**config.mk**
```make
export PLATFORM = sky130hd
export DESIGN_NAME = regfile_wb_arbiter
export DESIGN_NICKNAME = d
export VERILOG_FILES = /design/src/rtl/cpu_defs_pkg.sv /design/src/rtl/wb_fifo.sv /design/src/rtl/regfile_wb_arbiter.sv
export SDC_FILE = /design/constraint.sdc
export NUM_CORES = 1
export LEC_CHECK = 0
export CORE_UTILIZATION = 55
export CTS_CLUSTER_DIAMETER = 50
export CTS_CLUSTER_SIZE = 10
export DETAILED_ROUTE_END_ITERATION = 8
export PLACE_DENSITY = 0.81
export SLEW_MARGIN = 20
export SYNTH_ARGS = -nofsm -noshare
export SYNTH_HDL_FRONTEND = slang
export SYNTH_SLANG_ARGS = --single-unit
```
**constraint.sdc**
```tcl
create_clock -name Clock -period 3 [get_ports Clock]
set_input_delay 0.3 -clock Clock [delete_from_list [all_inputs] [get_ports Clock]]
set_output_delay 0.3 -clock Clock [all_outputs]
set_load 0.02 [all_outputs]
```
**src/rtl/cpu_defs_pkg.sv**
```systemverilog
// rtl/cpu_defs_pkg.sv - shared widths, arbiter state encoding and register decode helper
package cpu_defs;

    localparam int REG_W    = 5;
    localparam int DATA_W   = 32;
    localparam int NUM_REGS = 32;
    localparam int ENTRY_W  = REG_W + DATA_W;

    typedef enum logic {
        ST_NORMAL = 1'b0,
        ST_FORCE  = 1'b1
    } arb_state_e;

    typedef struct packed {
        logic [REG_W-1:0]  rw;
        logic [DATA_W-1:0] data;
    } wb_entry_t;

    // r0 is hard-wired zero, so it never shows up as a pending target
    function automatic logic [NUM_REGS-1:0] reg_onehot(input logic [REG_W-1:0] rw);
        reg_onehot = '0;
        if (rw != '0) begin
            reg_onehot[rw] = 1'b1;
        end
    endfunction

endpackage

```
**src/rtl/wb_fifo.sv**
```systemverilog
// rtl/wb_fifo.sv - DEPTH-entry synchronous FIFO exposing every slot and its validity
module wb_fifo
    import cpu_defs::*;
#(
    parameter int DEPTH = 4,
    parameter int WIDTH = ENTRY_W
) (
    input  logic                        clk,
    input  logic                        rst_n,
    input  logic                        push,
    input  logic                        pop,
    input  logic [WIDTH-1:0]            din,
    output logic [WIDTH-1:0]            dout,
    output logic                        full,
    output logic                        empty,
    output logic [DEPTH-1:0]            valid,
    output logic [DEPTH-1:0][WIDTH-1:0] entries
);

    localparam int PTR_W = $clog2(DEPTH);
    localparam int CNT_W = PTR_W + 1;

    logic [DEPTH-1:0][WIDTH-1:0] mem_q;
    logic [PTR_W-1:0]            wr_ptr_q;
    logic [PTR_W-1:0]            rd_ptr_q;
    logic [CNT_W-1:0]            count_q;
    logic                        do_push;
    logic                        do_pop;
    logic [PTR_W-1:0]            offset;

    assign full    = (count_q == CNT_W'(DEPTH));
    assign empty   = (count_q == '0);
    assign do_push = push & ~full;
    assign do_pop  = pop & ~empty;
    assign dout    = mem_q[rd_ptr_q];
    assign entries = mem_q;

    always_ff @(posedge clk or negedge rst_n) begin
        if (!rst_n) begin
            mem_q    <= '0;
            wr_ptr_q <= '0;
            rd_ptr_q <= '0;
            count_q  <= '0;
        end else begin
            if (do_push) begin
                mem_q[wr_ptr_q] <= din;
                wr_ptr_q        <= wr_ptr_q + 1'b1;
            end
            if (do_pop) begin
                rd_ptr_q <= rd_ptr_q + 1'b1;
            end
            count_q <= count_q + CNT_W'(do_push) - CNT_W'(do_pop);
        end
    end

    // A slot is live when its distance from the read pointer is below the count
    always_comb begin
        valid  = '0;
        offset = '0;
        for (int i = 0; i < DEPTH; i++) begin
            offset   = PTR_W'(i) - rd_ptr_q;
            valid[i] = ({1'b0, offset} < count_q);
        end
    end

endmodule

```
**src/rtl/regfile_wb_arbiter.sv**
```systemverilog
// rtl/regfile_wb_arbiter.sv - shares the RegFile write port between ALU and buffered MEM writebacks
module regfile_wb_arbiter
    import cpu_defs::*;
#(
    parameter int DEPTH        = 4,
    parameter int STARVE_LIMIT = 3
) (
    input  logic                Clock,
    input  logic                Reset_n,
    input  logic                alu_valid,
    input  logic [REG_W-1:0]    alu_rw,
    input  logic [DATA_W-1:0]   alu_data,
    output logic                alu_ready,
    input  logic                mem_valid,
    input  logic [REG_W-1:0]    mem_rw,
    input  logic [DATA_W-1:0]   mem_data,
    output logic                mem_ready,
    output logic                Write,
    output logic [REG_W-1:0]    Rw,
    output logic [DATA_W-1:0]   busW,
    output logic [NUM_REGS-1:0] pending
);

    localparam int SC_W = $clog2(STARVE_LIMIT + 1);

    arb_state_e                    state_q, state_d;
    logic [SC_W-1:0]               starve_q, starve_d;
    logic                          write_q, write_d;
    logic [REG_W-1:0]              rw_q, rw_d;
    logic [DATA_W-1:0]             bus_q, bus_d;

    logic                          grant_alu;
    logic                          grant_mem;
    logic                          fifo_full;
    logic                          fifo_empty;
    logic [DEPTH-1:0]              fifo_valid;
    logic [DEPTH-1:0][ENTRY_W-1:0] fifo_entries;
    wb_entry_t                     fifo_din;
    wb_entry_t                     fifo_head;
    wb_entry_t                     slot;

    assign fifo_din  = '{rw: mem_rw, data: mem_data};
    assign mem_ready = ~fifo_full;

    wb_fifo #(
        .DEPTH (DEPTH),
        .WIDTH (ENTRY_W)
    ) u_fifo (
        .clk     (Clock),
        .rst_n   (Reset_n),
        .push    (mem_valid),
        .pop     (grant_mem),
        .din     (fifo_din),
        .dout    (fifo_head),
        .full    (fifo_full),
        .empty   (fifo_empty),
        .valid   (fifo_valid),
        .entries (fifo_entries)
    );

    always_comb begin
        grant_alu = 1'b0;
        grant_mem = 1'b0;
        state_d   = state_q;
        starve_d  = starve_q;
        write_d   = 1'b0;
        rw_d      = rw_q;
        bus_d     = bus_q;
        alu_ready = (state_q == ST_NORMAL);

        if (state_q == ST_FORCE) begin
            grant_mem = ~fifo_empty;
        end else if (alu_valid) begin
            grant_alu = 1'b1;
        end else begin
            grant_mem = ~fifo_empty;
        end

        // r0 grants still consume the request but never strobe the RegFile
        if (grant_alu) begin
            rw_d    = alu_rw;
            bus_d   = alu_data;
            write_d = (alu_rw != '0);
        end else if (grant_mem) begin
            rw_d    = fifo_head.rw;
            bus_d   = fifo_head.data;
            write_d = (fifo_head.rw != '0);
        end

        if (grant_mem || fifo_empty) begin
            starve_d = '0;
        end else if (grant_alu) begin
            starve_d = starve_q + 1'b1;
            if (starve_q == SC_W'(STARVE_LIMIT - 1)) begin
                state_d = ST_FORCE;
            end
        end

        // FORCE lasts exactly one cycle so the ALU can never be locked out
        if (state_q == ST_FORCE) begin
            state_d = ST_NORMAL;
        end
    end

    always_ff @(posedge Clock or negedge Reset_n) begin
        if (!Reset_n) begin
            state_q  <= ST_NORMAL;
            starve_q <= '0;
            write_q  <= 1'b0;
            rw_q     <= '0;
            bus_q    <= '0;
        end else begin
            state_q  <= state_d;
            starve_q <= starve_d;
            write_q  <= write_d;
            rw_q     <= rw_d;
            bus_q    <= bus_d;
        end
    end

    assign Write = write_q;
    assign Rw    = rw_q;
    assign busW  = bus_q;

    always_comb begin
        pending = '0;
        slot    = '0;
        for (int i = 0; i < DEPTH; i++) begin
            slot = fifo_entries[i];
            if (fifo_valid[i]) begin
                pending = pending | reg_onehot(slot.rw);
            end
        end
    end

endmodule

```
==> results of run 1 <==
[cell families after synthesis]
kind of cell             after synthesis  synth area share (%)
adder cells (fa/ha/maj)               12                  1.61
XOR/XNOR                               6                 0.536
AND/OR/NAND/NOR                      161                  7.49
flip-flops                           196                  50.0
AO/OA/AOI/OAI                        115                  8.03
multiplexers                         222                  29.4
buffers and inverters                 62                  2.93
other                                  1                0.0382
[per-layer routing]
layer,GRT usage (%),wire [um]
met1,39.4,10800
met2,45.2,12000
met3,7.18,1840
met4,7.62,346
met5,0,0
[sequential cells by signal, indices dropped and copies added (netlist names)]
name / flops
Write: 1
starve_q: 2
u_fifo.count_q: 3
u_fifo.entries: 148
Rw: 5
state_q: 1
u_fifo.rd_ptr_q: 2
busW: 32
u_fifo.wr_ptr_q: 2
[cells in the mapped netlist, drive strengths merged (14+ instances only)]
cell type and number:
clkbuf 17, buf 30, mux4 37, nand2 74, dfrtp 196, nor2 31
nand3 14, o22ai 32, inv 15, o21ai 42, mux2i 37, mux2 148
a221o 25
[final timing paths]
path	start	end	slack [ps]	depth (start not counted)
max	u_fifo.rd_ptr_q[1]	pending[16]	100	9
min reg2reg	starve_q[0]	starve_q[0]	440	1
max in group asynchronous	Reset_n	busW[22]	1790	3
min	Reset_n	u_fifo.entries[125]	390	2
min in group Clock	alu_data[12]	busW[12]	420	3
max reg2reg	u_fifo.rd_ptr_q[0]	Write	350	6
[report_power, final]
part	leakage (uW)	switching [uW]	total, uW	internal [uW]
registers	0.00234	929	4920	3990
clock network	0.000269	1040	2150	1120
logic	0.00263	3890	7850	3960
total	0.00524	5860	14900	9070
[metrics by stage]
| step | TNS [ps] | hold WS [ps] | worst slack, ps |
|---|---|---|---|
| 3_5_place_dp | -32.2 | 298 | -27.0 |
| 4_1_cts | -192 | 391 | -99.1 |
| 5_1_grt | -13.7 | 404 | -13.7 |
| 6_report | 0 | 386 | 101 |
| 2_1_floorplan | 0 | 4.41 | 245 |
| 3_3_place_gp | -8.73 | 300 | -8.73 |
[what timing repair did]
item | 4_1_cts | 5_1_grt
endpoints found under the hold margin | 54 | 0
hold buffers | 1 | 0
pin swaps | 0 | 2
resized for setup | 43 | 31
setup endpoints to repair | 31 | 27
buffers inserted | 2 | 7
[critical path: cells and delay by family (launching register included)]
kind                     cells  cell delay [ps]
adder cells (fa/ha/maj)      1              320
XOR/XNOR                     1              200
AO/OA/AOI/OAI                4              680
flip-flops                   1              420
buffers and inverters        3              550
[final cells by class]
| cell class | count | area share (%) |
|---|---|---|
| Sequential cell | 196 | 39.8 |
| Multi-Input combinational cell | 517 | 38.2 |
| Timing Repair Buffer | 195 | 14.8 |
| Clock buffer | 20 | 3.62 |
| Tap cell | 225 | 2.28 |
| Clock inverter | 12 | 0.933 |
| Inverter | 15 | 0.456 |
==> flow_summary_export.csv, run 1 <==
group,metric,value,unit
final_layout,stdcell_area,0.0123,mm2
yosys,yosysTopAreaCellShare,50.0,%
floorplanning,die_w,136,um
timing,fmax,345,MHz
pwr,pwr_density_cell,1210,mW/mm2
global_route,grt_pass1_wl,39600,um
worst_setup_path,crit_fanout,5,
worst_setup_path,cp.required,2700,ps
global_route,track_usage,28.6,%
worst_setup_path,start_kind,"flop",
floorplanning,dieArea,0.0184,mm2
pwr,total_power,14900,uW
yosys,yosys_most_used_dff,"dfrtp_1",
drt,firstDrtPassIters,5,
final_layout,area_growth_syn_to_layout,25.8,%
drt,wl_per_cell,21.1,um
final_layout,fin_util,71.1,%
drt,num_vias,7142,
pwr,peakVddDrop,0.000868,V
drt,wl,25000,um
outcome,status,"finished, final reports clean",
yosys,ys_warn_count,0,
clock_network,cts_buffers,17,
floorplanning,die_y,136,um
floorplanning,rows,48,
drt,drc,0,
clock_network,h-tree-depth,4,
yosys,synth-async-reset-ratio,100,%
yosys,synth_seq_cells,196,
global_route,grt.overflow.total,0,
yosys,synth_seq_area_share,50.0,%
yosys,synth_area,0.00981,mm2
timing,tightestPinTransition,772,ps
global_route,grt_pass1_vias,7260,
clock_network,cts_tree,"yes",
clock_network,clock_path_buffers,2,
global_route,grt_max_degree,81,
clock_network,cts_root_buf,"clkbuf_16",
final_layout,final_nets,1032,
worst_setup_path,max_stage_delay,420,ps
drt,drt_iter0_drc,592,
placed_design,routabilityCongestion,1.00,
clock_network,path_clk_slew,70,ps
worst_hold_path,hold_class,"in -> async",
worst_setup_path,endpoint_kind,"primary output",
timing,min_period,2900,ps
placed_design,port_buffers,148,
timing,final_hold_viol_count,0,
drt,ant_nets,0,
final_layout,drive_gt1_share,30.6,%
clock_network,cts_num_sinks,196,
floorplanning,start_util,56.5,%
placed_design,place_inst,1138,
final_layout,final_common_cell,"dfrtp_1",
yosys,synth_nets,865,
final_layout,multi_input_area,0.00471,mm2
timing,setup_viol,0,
yosys,synth.avg_cell_area,12.7,um2
floorplanning,core,0.0174,mm2
yosys,synth-edff-count,0,
worst_setup_path,crit_arrival,2600,ps
clock_network,clk_latency,430,ps
timing,slew_viol_final,0,
timing,period_share,96.6,%
pwr,leakage,0.00524,uW
final_layout,stdcell_count,1180,
worst_setup_path,criticalPathCategory,"reg -> out",
run,cap_violations,0,
yosys,synthCells,775,
final_layout,fillers,1199,
worst_setup_path,critical-path-slowest-cell,"dfrtp_2",
drt,via_per_inst,6.05,
yosys,synthTopCellsByArea,"dfrtp_1, mux2_2, mux4_2",
timing,slew_headroom,48.5,%
floorplanning,num_io_pins,150,
yosys,ys_types,42,
final_layout,diodes,0,
global_route,antenna_found_initial,0,
yosys,yosysTopAreaCell,"dfrtp_1",
timing,clock_skew,8.50,ps
final_layout,mostFrequentLayoutCells,"dfrtp_1, mux2_2, clkdlybuf4s50_1",
placed_design,dpl.hpwl,16800,um
worst_setup_path,path_cells,"xnor2_1 -> inv_1 -> ha_1 -> a21oi_4 -> o21bai_4 -> buf_4 -> o22ai_1 -> a221o_1 -> dlygate4sd2_1",
final_layout,regArea,0.00491,mm2
placed_design,placement.cell_area,0.0117,mm2
Power figures use the tool's default switching activity.
==> run 2: changes to the inputs <==
--- a/config.mk
+++ b/config.mk
@@ -6,6 +6,7 @@
 export NUM_CORES = 1
 export LEC_CHECK = 0
 export CORE_UTILIZATION = 55
+export CTS_BUF_LIST = sky130_fd_sc_hd__clkbuf_16
 export CTS_CLUSTER_DIAMETER = 50
 export CTS_CLUSTER_SIZE = 10
 export DETAILED_ROUTE_END_ITERATION = 8
==> run 2 against run 1 <==
Maximum frequency is essentially flat. Non-clock buffer count is the same. Final cell count is the same. Sequential power is essentially flat.
==> flow_summary_export.csv, run 2 (synthesis gave the netlist of run 1 again) <==
group,metric,value,unit
floorplanning,start_util,56.5,%
placed_design,pre_cts_ws,-27.0,ps
final_layout,final_common_cell,"dfrtp_1",
timing,final_hold_viol_count,0,
drt,via_per_inst,6.04,
clock_network,h-tree-depth,4,
drt,drt_iter0_drc,587,
final_layout,diodes,0,
global_route,track_usage,28.6,%
final_layout,area_growth_syn_to_layout,25.7,%
worst_setup_path,r2r.worst_path.cells,6,
placed_design,dpl.hpwl,16800,um
timing,worst_hold_slack,385,ps
worst_setup_path,start_kind,"flop",
clock_network,cts_tree,"yes",
clock_network,cts_buffers,17,
final_layout,largest_reg_flops,148,
pwr,p_clk_share,14.2,%
placed_design,port_buffers,148,
placed_design,place_inst,1138,
final_layout,fillers,1200,
floorplanning,core,0.0174,mm2
timing,slew_viol_final,0,
worst_setup_path,timing.rr.start,"u_fifo.rd_ptr_q[0]",
timing,tightestPinTransition,772,ps
pwr,power_switching,5860,uW
worst_setup_path,path_cells,"xnor2_1 -> inv_1 -> ha_1 -> a21oi_4 -> o21bai_4 -> buf_4 -> o22ai_1 -> a221o_1 -> dlygate4sd2_1",
final_layout,final_nets,1032,
drt,wl_per_cell,21.1,um
placed_design,placement.cell_area,0.0117,mm2
floorplanning,rows,48,
worst_setup_path,max_stage_delay,420,ps
worst_setup_path,crit_fanout,5,
timing,fmax,345,MHz
timing,layout_setup_ws,98.9,ps
worst_setup_path,cp_num_buf_inv,3,
timing,clock_skew,8.50,ps
final_layout,drive_gt1_share,30.5,%
global_route,grt_pass1_wl,39600,um
worst_setup_path,criticalPathCategory,"reg -> out",
worst_setup_path,timing.rr.end,"Write",
global_route,antenna_found_initial,0,
floorplanning,die_w,136,um
worst_setup_path,crit_family,"compound AO/OA/AOI/OAI gates",
pwr,p_sw_share,39.3,%
timing,tns,0,ps
worst_setup_path,endpoint_kind,"primary output",
global_route,grt.overflow.total,0,
worst_setup_path,rrSetupSlack,350,ps
clock_network,clk_latency,430,ps
timing,period_share,96.7,%
clock_network,path_clk_slew,70,ps
final_layout,mostFrequentLayoutCells,"dfrtp_1, mux2_2, clkdlybuf4s50_1",
floorplanning,num_io_pins,150,
worst_setup_path,cp.required,2700,ps
pwr,intPower,9040,uW
worst_setup_path,crit_end,"pending[16]",
timing,slew_headroom,48.6,%
pwr,pwr_density_cell,1210,mW/mm2
floorplanning,dieArea,0.0184,mm2
drt,ant_nets,0,
pwr,pwr-share-comb,52.7,%
worst_setup_path,setup.worst_path.start,"u_fifo.rd_ptr_q[1]",
timing,setup_viol,0,
clock_network,cts_root_buf,"clkbuf_16",
floorplanning,die_y,136,um
final_layout,stdcell_area,0.0123,mm2
worst_setup_path,critical-path-slowest-cell,"dfrtp_2",
final_layout,stdcell_count,1180,
worst_setup_path,cp.depth,9,
worst_hold_path,hold_class,"in -> async",
pwr,peakVddDrop,0.000859,V
run,cap_violations,0,
clock_network,clock_path_buffers,2,
drt,drc,0,
drt,num_vias,7128,
placed_design,routabilityCongestion,1.00,
global_route,grt_pass1_vias,7260,
outcome,status,"finished, final reports clean",
worst_setup_path,crit_arrival,2600,ps
drt,wl,24900,um
drt,firstDrtPassIters,6,
global_route,grt_max_degree,81,
pwr,leakage,0.00524,uW
pwr,seqPwrFrac,33.0,%
timing,min_period,2900,ps
clock_network,cts_num_sinks,196,
[run 2: worst min-delay path by stage]
stage | startpoint | endpoint | slack (ps) | cells past startpoint
floorplan | Reset_n | Rw[0] | 4 | 0
global placement | Reset_n | u_fifo.entries[125] | 300 | 1
detailed placement | Reset_n | u_fifo.entries[125] | 300 | 1
CTS | Reset_n | u_fifo.entries[125] | 390 | 2
global route | Reset_n | u_fifo.entries[125] | 400 | 2
finish | Reset_n | u_fifo.entries[125] | 390 | 2
[run 2: power by group through the flow]
stage / Sequential, uW / Combinational, uW / Clock [uW]
after global placement: 4850 / 7490 / 0
after floorplan: 4890 / 4870 / 0
final: 4920 / 7850 / 2120
after detailed placement: 4920 / 7590 / 0
after CTS: 4900 / 7650 / 2160
after global routing: 5080 / 8370 / 2270
[run 2: timing repair]
| action | 4_1_cts | 5_1_grt |
|---|---|---|
| setup endpoints to repair | 31 | 27 |
| resized for setup | 43 | 31 |
| pin swaps | 0 | 2 |
| endpoints found under the hold margin | 54 | 0 |
| setup buffers | 2 | 7 |
| hold buffers | 1 | 0 |
[run 2: area by class of cell]
| type | count | area [um2] | share of cell area (%) |
|---|---|---|---|
| multi-input cells | 517 | 4710 | 38.2 |
| clock inverters | 15 | 126 | 1.02 |
| inverters | 15 | 56.3 | 0.457 |
| well taps | 225 | 282 | 2.28 |
| repair buffers | 195 | 1830 | 14.8 |
| clock buffers | 17 | 425 | 3.45 |
| flip-flops and latches | 196 | 4910 | 39.8 |
[run 2: routing by layer]
metal / vias up / GRT usage [%] / routed length (um)
li1: 3188 / - / -
met1: 3586 / 39.4 / 10800
met2: 308 / 45.2 / 11900
met3: 46 / 7.18 / 1840
met4: 0 / 7.62 / 382
met5: - / 0 / 0
[run 2: per-stage QoR]
stage / util [%] / total power [uW]
finish: 71.0 / 14900
global route: 71.0 / 15700
CTS: 70.6 / 14700
detailed placement: 67.2 / 12500
global placement: 67.2 / 12300
floorplan: - / 9760
